### src/rtl/num_pkg.sv
// num_pkg: shared state/key types and constant helpers for the number-entry block.
package num_pkg;

    typedef enum logic [1:0] {IDLE, HOLD, REPEAT, WAIT_REL} entry_state_t;

    // Action chosen from the keys; K_NONE when no key is pressed.
    typedef enum logic [2:0] {K_NONE, K_INC, K_DEC, K_NEG, K_CLR, K_LOAD} key_code_t;

    // Bit positions of the keys inside the synchronised key vector.
    localparam int KEY_N   = 5;
    localparam int KB_INC  = 0;
    localparam int KB_DEC  = 1;
    localparam int KB_NEG  = 2;
    localparam int KB_CLR  = 3;
    localparam int KB_LOAD = 4;

    // Largest value of a bits-wide two's-complement number.
    function automatic longint max_val(input int bits);
        return (longint'(1) <<< (bits - 1)) - 1;
    endfunction

    // Smallest value of a bits-wide two's-complement number.
    function automatic longint min_val(input int bits);
        return -(longint'(1) <<< (bits - 1));
    endfunction

    // 10^k, or 0 when it cannot be represented as a positive bits-wide step.
    function automatic longint pow10(input int k, input int bits);
        longint p;
        p = 1;
        for (int i = 0; i < k; i++) p = p * 10;
        return (p <= max_val(bits)) ? p : longint'(0);
    endfunction

endpackage

### src/rtl/sync2.sv
// sync2: two-flop synchroniser for a vector of asynchronous level inputs.
module sync2 #(
    parameter int WIDTH = 1
) (
    input  logic             clk,
    input  logic             rst_n,
    input  logic [WIDTH-1:0] d_i,
    output logic [WIDTH-1:0] q_o
);

    logic [WIDTH-1:0] meta_q;
    logic [WIDTH-1:0] sync_q;

    // Shift the raw level through two flops; the first may go metastable.
    always_ff @(posedge clk or negedge rst_n) begin
        if (!rst_n) begin
            meta_q <= '0;
            sync_q <= '0;
        end else begin
            // NOTE: non-blocking so both stages sample pre-edge values and form a real 2-stage chain.
            meta_q <= d_i;
            sync_q <= meta_q;
        end
    end

    assign q_o = sync_q;

endmodule

### src/rtl/num_entry_seq.sv
// num_entry_seq: key-driven signed operand register with single-action-per-press,
// hold-to-auto-repeat and saturating or wrapping overflow with a sticky flag.
module num_entry_seq
    import num_pkg::*;
#(
    parameter int BITS     = 16,
    parameter int DIGITS   = 5,
    parameter int SAT      = 1,
    parameter int HOLD_CYC = 25000000,
    parameter int REP_CYC  = 5000000,
    localparam int SEL_W   = (DIGITS > 1) ? $clog2(DIGITS) : 1
) (
    input  logic             CLK,
    input  logic             RST_N,
    input  logic             KEY_INC,
    input  logic             KEY_DEC,
    input  logic             KEY_NEG,
    input  logic             CLR,
    input  logic             LOAD,
    input  logic [BITS-1:0]  LOAD_VAL,
    input  logic [SEL_W-1:0] DIG_SEL,
    output logic [BITS-1:0]  OUT,
    output logic             CHANGED,
    output logic             OVF
);

    localparam int CNT_MAX = (HOLD_CYC > REP_CYC) ? HOLD_CYC : REP_CYC;
    localparam int CNT_W   = $clog2(CNT_MAX + 1);
    localparam logic [CNT_W-1:0] HOLD_LOAD = CNT_W'(HOLD_CYC - 1);
    localparam logic [CNT_W-1:0] REP_LOAD  = CNT_W'(REP_CYC - 1);
    localparam logic [BITS-1:0]  MAX_V     = BITS'(max_val(BITS));
    localparam logic [BITS-1:0]  MIN_V     = BITS'(min_val(BITS));

    if (pow10(DIGITS - 1, BITS) == 0) begin : g_bad_digits
        $error("num_entry_seq: 10^(DIGITS-1) must be below 2^(BITS-1)");
    end

    // Reset: asynchronous assertion, release aligned to CLK.
    logic [1:0] rst_sync_q;
    logic       rst_n_int;

    // Two-flop reset release so all state leaves reset on the same edge.
    always_ff @(posedge CLK or negedge RST_N) begin
        if (!RST_N) rst_sync_q <= '0;
        else        rst_sync_q <= {rst_sync_q[0], 1'b1};
    end
    assign rst_n_int = rst_sync_q[1];

    // Key synchronisation.
    logic [KEY_N-1:0] key_raw;
    logic [KEY_N-1:0] key_s;

    assign key_raw = {LOAD, CLR, KEY_NEG, KEY_DEC, KEY_INC};

    sync2 #(.WIDTH(KEY_N)) u_key_sync (
        .clk   (CLK),
        .rst_n (RST_N),
        .d_i   (key_raw),
        .q_o   (key_s)
    );

    // Step table 10^k, k = 0..DIGITS-1.
    logic [BITS-1:0] step_tab [DIGITS];
    for (genvar g = 0; g < DIGITS; g++) begin : g_step
        assign step_tab[g] = BITS'(pow10(g, BITS));
    end

    // Registered state.
    entry_state_t    state_q;
    key_code_t       key_q;
    logic [CNT_W-1:0] cnt_q;
    logic [BITS-1:0] out_q;
    logic            changed_q;
    logic            ovf_q;

    // Combinational decode.
    key_code_t         win_key;
    key_code_t         act_key;
    logic              key_held;
    logic              fire;
    logic [BITS-1:0]   step;
    logic signed [BITS:0] cur_x;
    logic signed [BITS:0] step_x;
    logic signed [BITS:0] sum_x;
    logic              range_ovf;
    logic [BITS-1:0]   fit_val;
    logic [BITS-1:0]   new_val;
    logic              do_write;
    logic              ovf_set;
    logic              ovf_clr;

    // Fixed priority among keys seen together in IDLE: LOAD > CLR > NEG > INC > DEC.
    always_comb begin
        // NOTE: default first so every path assigns win_key and no latch is inferred.
        win_key = K_NONE;
        if      (key_s[KB_LOAD]) win_key = K_LOAD;
        else if (key_s[KB_CLR])  win_key = K_CLR;
        else if (key_s[KB_NEG])  win_key = K_NEG;
        else if (key_s[KB_INC])  win_key = K_INC;
        else if (key_s[KB_DEC])  win_key = K_DEC;
    end

    // Level of the key that owns the current hold/repeat.
    always_comb begin
        key_held = 1'b0;
        case (key_q)
            K_INC:   key_held = key_s[KB_INC];
            K_DEC:   key_held = key_s[KB_DEC];
            default: key_held = 1'b0;
        endcase
    end

    // Decide whether this cycle is an action cycle and which action it applies.
    always_comb begin
        fire    = 1'b0;
        act_key = key_q;
        case (state_q)
            IDLE: begin
                act_key = win_key;
                fire    = (win_key != K_NONE);
            end
            HOLD, REPEAT: fire = key_held && (cnt_q == '0);
            default:      fire = 1'b0;
        endcase
    end

    // Step lookup; exponents beyond the table give a zero step.
    always_comb begin
        step = '0;
        for (int k = 0; k < DIGITS; k++) begin
            if (int'(DIG_SEL) == k) step = step_tab[k];
        end
    end

    // One extra bit of headroom, then range-check and clamp or wrap.
    always_comb begin
        cur_x  = {out_q[BITS-1], out_q};
        step_x = {1'b0, step};
        case (act_key)
            K_INC:   sum_x = cur_x + step_x;
            K_DEC:   sum_x = cur_x - step_x;
            K_NEG:   sum_x = -cur_x;
            default: sum_x = cur_x;
        endcase
        range_ovf = sum_x[BITS] ^ sum_x[BITS-1];
        if (range_ovf && (SAT != 0)) fit_val = sum_x[BITS] ? MIN_V : MAX_V;
        else                         fit_val = sum_x[BITS-1:0];
    end

    // Effect of the selected action on the value and the overflow flag.
    always_comb begin
        new_val  = fit_val;
        do_write = 1'b0;
        ovf_set  = 1'b0;
        ovf_clr  = 1'b0;
        case (act_key)
            K_INC, K_DEC: begin
                do_write = (step != '0);
                ovf_set  = (step != '0) && range_ovf;
            end
            K_NEG: begin
                do_write = 1'b1;
                ovf_set  = range_ovf;
            end
            K_CLR: begin
                new_val  = '0;
                do_write = 1'b1;
                ovf_clr  = 1'b1;
            end
            K_LOAD: begin
                new_val  = LOAD_VAL;
                do_write = 1'b1;
                ovf_clr  = 1'b1;
            end
            default: ;
        endcase
    end

    // Entry FSM with repeat counter and registered value/pulse/flag outputs.
    always_ff @(posedge CLK or negedge rst_n_int) begin
        if (!rst_n_int) begin
            state_q   <= WAIT_REL;
            key_q     <= K_NONE;
            cnt_q     <= '0;
            out_q     <= '0;
            changed_q <= 1'b0;
            ovf_q     <= 1'b0;
        end else begin
            changed_q <= 1'b0;
            if (fire) begin
                if (do_write) begin
                    out_q     <= new_val;
                    changed_q <= 1'b1;
                end
                if (ovf_clr)      ovf_q <= 1'b0;
                else if (ovf_set) ovf_q <= 1'b1;
            end
            case (state_q)
                IDLE: begin
                    if (win_key != K_NONE) begin
                        key_q <= win_key;
                        if (win_key == K_INC || win_key == K_DEC) begin
                            state_q <= HOLD;
                            cnt_q   <= HOLD_LOAD;
                        end else begin
                            state_q <= WAIT_REL;
                            cnt_q   <= '0;
                        end
                    end
                end
                HOLD, REPEAT: begin
                    if (!key_held) begin
                        state_q <= WAIT_REL;
                        cnt_q   <= '0;
                    end else if (cnt_q == '0) begin
                        state_q <= REPEAT;
                        cnt_q   <= REP_LOAD;
                    end else begin
                        cnt_q <= cnt_q - CNT_W'(1);
                    end
                end
                WAIT_REL: begin
                    if (key_s == '0) state_q <= IDLE;
                end
                default: state_q <= WAIT_REL;
            endcase
        end
    end

    assign OUT     = out_q;
    assign CHANGED = changed_q;
    assign OVF     = ovf_q;

endmodule

### config.mk
export PLATFORM = sky130hd
export DESIGN_NAME = num_entry_seq
export DESIGN_NICKNAME = d
export VERILOG_FILES = /design/src/rtl/num_pkg.sv /design/src/rtl/sync2.sv /design/src/rtl/num_entry_seq.sv
export SDC_FILE = /design/constraint.sdc
export NUM_CORES = 1
export LEC_CHECK = 0
export ABC_AREA = 1
export CAP_MARGIN = 0
export CORE_ASPECT_RATIO = 1.1
export CORE_MARGIN = 4
export CORE_UTILIZATION = 45
export DETAILED_ROUTE_END_ITERATION = 16
export PLACE_DENSITY_LB_ADDON = 0.15
export SLEW_MARGIN = 20
export SYNTH_ARGS = -nofsm -noshare
export SYNTH_HDL_FRONTEND = slang
export SYNTH_SLANG_ARGS = --single-unit
### constraint.sdc
create_clock -name CLK -period 2.1 [get_ports CLK]
set_clock_uncertainty 0.15 [all_clocks]
set_input_delay 0.315 -clock CLK [delete_from_list [all_inputs] [get_ports CLK]]
set_output_delay 0.315 -clock CLK [all_outputs]
set_load 0.005 [all_outputs]
==> results.py <==
metrics = {
    "run_status": {
        "outcome": "finished with violations",
        "violations": "setup timing",
    },
    "route": {
        "drt-pass1-iter-count": 5,
        "via_count": 6046,
        "drtIter0Drc": 397,
        "via_per_inst": 5.38,
        "wirelength_um": 18600,
        "ant_nets": 0,
        "drc": 0,
        "wl_per_cell_um": 16.6,
    },
    "grt": {
        "grt_max_degree": 49,
        "grt_pass1_wl_um": 26200,
        "grt-ovfl-total": 0,
        "antenna_found_initial": 0,
        "groute.usage.overall_pct": 26.8,
        "grt_pass1_vias": 5880,
    },
    "floorplanning": {
        "initial_core_util_pct": 45.9,
        "die_h_um": 116,
        "core_area_um2": 10300,
        "die_x_um": 106,
        "die_area_um2": 12300,
        "num_rows": 39,
        "pin_count": 44,
    },
    "cts": {
        "clock_latency_ns": 0.34,
        "cts_sinks": 60,
        "clk_path_buf_depth": 2,
        "numCtsBuffers": 9,
        "postCtsHoldBufs": 0,
        "cts_tree": "done",
        "cts_max_level": 3,
        "cts-root-buf": "clkbuf_16",
        "clk_pin_slew_ns": 0.05,
    },
    "timing": {
        "fin_crit_ns": 3.62,
        "max_freq_ghz": 0.276,
        "rsz0062_at_grt": "yes",
        "final_max_slew_viol_count": 0,
        "maxSlewHeadroom_pct": 56.1,
        "fin_crit_sh_pct": 173,
        "finalHoldViolCount": 0,
        "setup_viol": 44,
        "fin_ws_ns": -1.52,
        "worstMarginPinSlew_ns": 0.659,
    },
    "final_layout": {
        "n_antenna_cell": 0,
        "nets": 1025,
        "final_core_util_pct": 81.8,
        "area_growth_pct": 78.1,
        "fillCellCount": 656,
        "mostFrequentLayoutCell": "buf_4",
        "final_cell_mix": "208 x buf_4, 103 x nand2_1, 88 x inv_1",
        "drive_above_1_share_pct": 45.9,
    },
    "worst_hold_path": {
        "hp-class": "in -> async",
    },
    "pwr": {
        "report.power.total_uw": 15600,
        "powerDensity_nw_per_um2": 1840,
        "vdd_drop_max_uv": 1070,
        "total_leakage_power_uw": 0.00415,
    },
    "yosys": {
        "syn_inst": 697,
        "ys_warn_count": 0,
        "synth_seq_cells": 60,
        "syn_avg_cell_area_um2": 6.81,
        "syn_area_um2": 4750,
        "synthArstFlopShare_pct": 100,
        "synth_enable_flop_cells": 0,
        "ys_seq_area_share_pct": 31.7,
        "syn-num-nets": 746,
        "synth_cell_types": 48,
        "synth_ff_type": "dfrtp_1",
    },
    "placement": {
        "detailedPlace.worstSlack_ns": -1.73,
        "numPortBuffers": 43,
        "post-dp-hpwl_um": 11700,
        "place_congestion": 0.898,
    },
    "setup_path": {
        "cpMaxStageDelayCell": "dfstp_2",
        "end_kind": "register",
        "cp_cell_sequence": "inv_2 > ha_4 > inv_4 > buf_6 > nand2_4 > nand2_4 > nand3_4 > buf_8 > o21ai_2 > inv_1 > fa_2 > nand3b_1 > nand2_2 > nand2_2 > nand2_4 > nand2_2 > nand3_2 > nand3_2 > nand3_4 > nand4_4 > clkbuf_16 > nand2_4 > a21oi_2 > nor2_1",
        "crit_family": "simple AND/OR/NAND/NOR gates",
        "crit_fanout": 6,
        "cpPeakStageDelay_ns": 0.54,
        "startpoint_type": "register",
        "required_ns": 2.21,
        "cpMostUsedCell": "nand2_4",
        "worstSetupPathType": "reg -> reg",
        "arrival_ns": 3.74,
        "path_buf_inv": 6,
    },
    "run": {
        "drv_cap": 0,
    },
}
==> power by group <==
group          internal (uW)  switching (uW)
Sequential              1590             298
Clock                    922             561
Combinational           5770            6420
==> synth_stat cells, types with 2 or more instances <==
library cell,number,area share (%)
nor3_2,2,0.42
nand2_2,7,0.92
nand3b_1,4,0.63
and2_1,2,0.26
buf_2,2,0.21
nor2_1,85,6.7
nor2_2,3,0.40
inv_2,4,0.32
inv_1,108,8.5
nand3_1,46,4.8
clkbuf_1,5,0.40
buf_6,4,0.95
nor4_1,3,0.40
o22ai_1,9,1.2
dfstp_2,2,1.1
o32ai_1,3,0.55
dfrtp_1,58,31
a22oi_1,2,0.32
o21ai_1,2,0.21
o221ai_1,5,0.92
ha_1,22,5.8
nand3_2,2,0.42
nand2_1,146,12
o21ai_0,36,3.8
xnor2_1,7,1.3
nand2_4,2,0.47
nand4_1,8,1.1
nor3_1,16,1.7
a31oi_1,3,0.40
xor2_1,19,3.5
o211ai_1,2,0.32
or2_2,3,0.40
a21oi_1,60,6.3
==> area by class of cell <==
type                       count  area [um2]  share of cell area [%]
clock inverter                 7        76.3                   0.902
tap                          143         179                    2.11
inverter                     113         455                    5.38
clock buffer                   9         225                    2.66
sequential                    60        1510                    17.8
timing repair buffer         279        2380                    28.2
multi-input combinational    513        3640                    43.0
==> sequential cells by signal, summed over array words and instances (netlist names), named ones only <==
register and count:
OUT 15, key_q 3, u_key_sync.meta_q 5, cnt_q 25
u_key_sync.q_o 5, OVF 1, state_q 2, rst_sync_q 2
CHANGED 1
==> per-stage QoR <==
stage | instances | setup TNS [ns] | instance area (um2) | hold slack [ns]
floorplan | 697 | -21.75 | 4820 | -0.131
global placement | 1056 | -31.28 | 6770 | 0.182
detailed placement | 1056 | -34.06 | 6770 | 0.185
CTS | 1094 | -23.31 | 7580 | 0.175
global route | 1124 | -33.70 | 8460 | 0.208
finish | 1124 | -29.10 | 8460 | 0.161
==> routing by layer <==
layer  vias to the layer above  track usage, %  part of all wire [%]
li1                       2837               -                     -
met1                      2871            29.0                    37
met2                       265            51.8                    53
met3                        73            3.18                   5.6
met4                         0            12.8                   4.4
met5                         -               0                     0
==> worst reg2reg max path: stages (launching register included) <==
cell,delay (ns)
dfstp_2,0.54
inv_2,0.05
ha_4,0.18
inv_4,0.06
buf_6,0.11
nand2_4,0.05
nand2_4,0.08
nand3_4,0.11
buf_8,0.17
o21ai_2,0.13
inv_1,0.07
fa_2,0.35
nand3b_1,0.20
nand2_2,0.12
nand2_2,0.07
nand2_4,0.10
nand2_2,0.06
nand3_2,0.08
nand3_2,0.09
nand3_4,0.13
nand4_4,0.20
clkbuf_16,0.23
nand2_4,0.05
a21oi_2,0.03
nor2_1,0.11
==> worst paths after layout <==
path | startpoint | to | slack, ns | cells past startpoint
worst max register to register | state_q[0] | OUT[6] | -1.52 | 24
max in group asynchronous | rst_sync_q[1] | OUT[4] | 1.11 | 1
min in group CLK | u_key_sync.meta_q[2] | u_key_sync.q_o[2] | 0.20 | 0
worst max-delay path | state_q[0] | OUT[6] | -1.52 | 24
worst min register to register | u_key_sync.meta_q[2] | u_key_sync.q_o[2] | 0.20 | 0
worst min-delay path | RST_N | u_key_sync.meta_q[4] | 0.16 | 1
==> logic make-up after synthesis <==
group	synth area share, %
other	0.0790
AOI/OAI and AO/OA	15.3
adders and majority gates	6.22
DFF	31.7
and+or+nand+nor	31.3
buffers and inverters	10.6
xor gates and xnor gates	4.79
==> timing repair <==
| item | CTS | global route |
|---|---|---|
| cloned | 1 | 2 |
| resized for setup | 107 | 153 |
| pin swaps | 22 | 77 |
| setup endpoints to repair | 44 | 45 |
| buffers inserted | 22 | 29 |
Power figures use the tool's default switching activity.
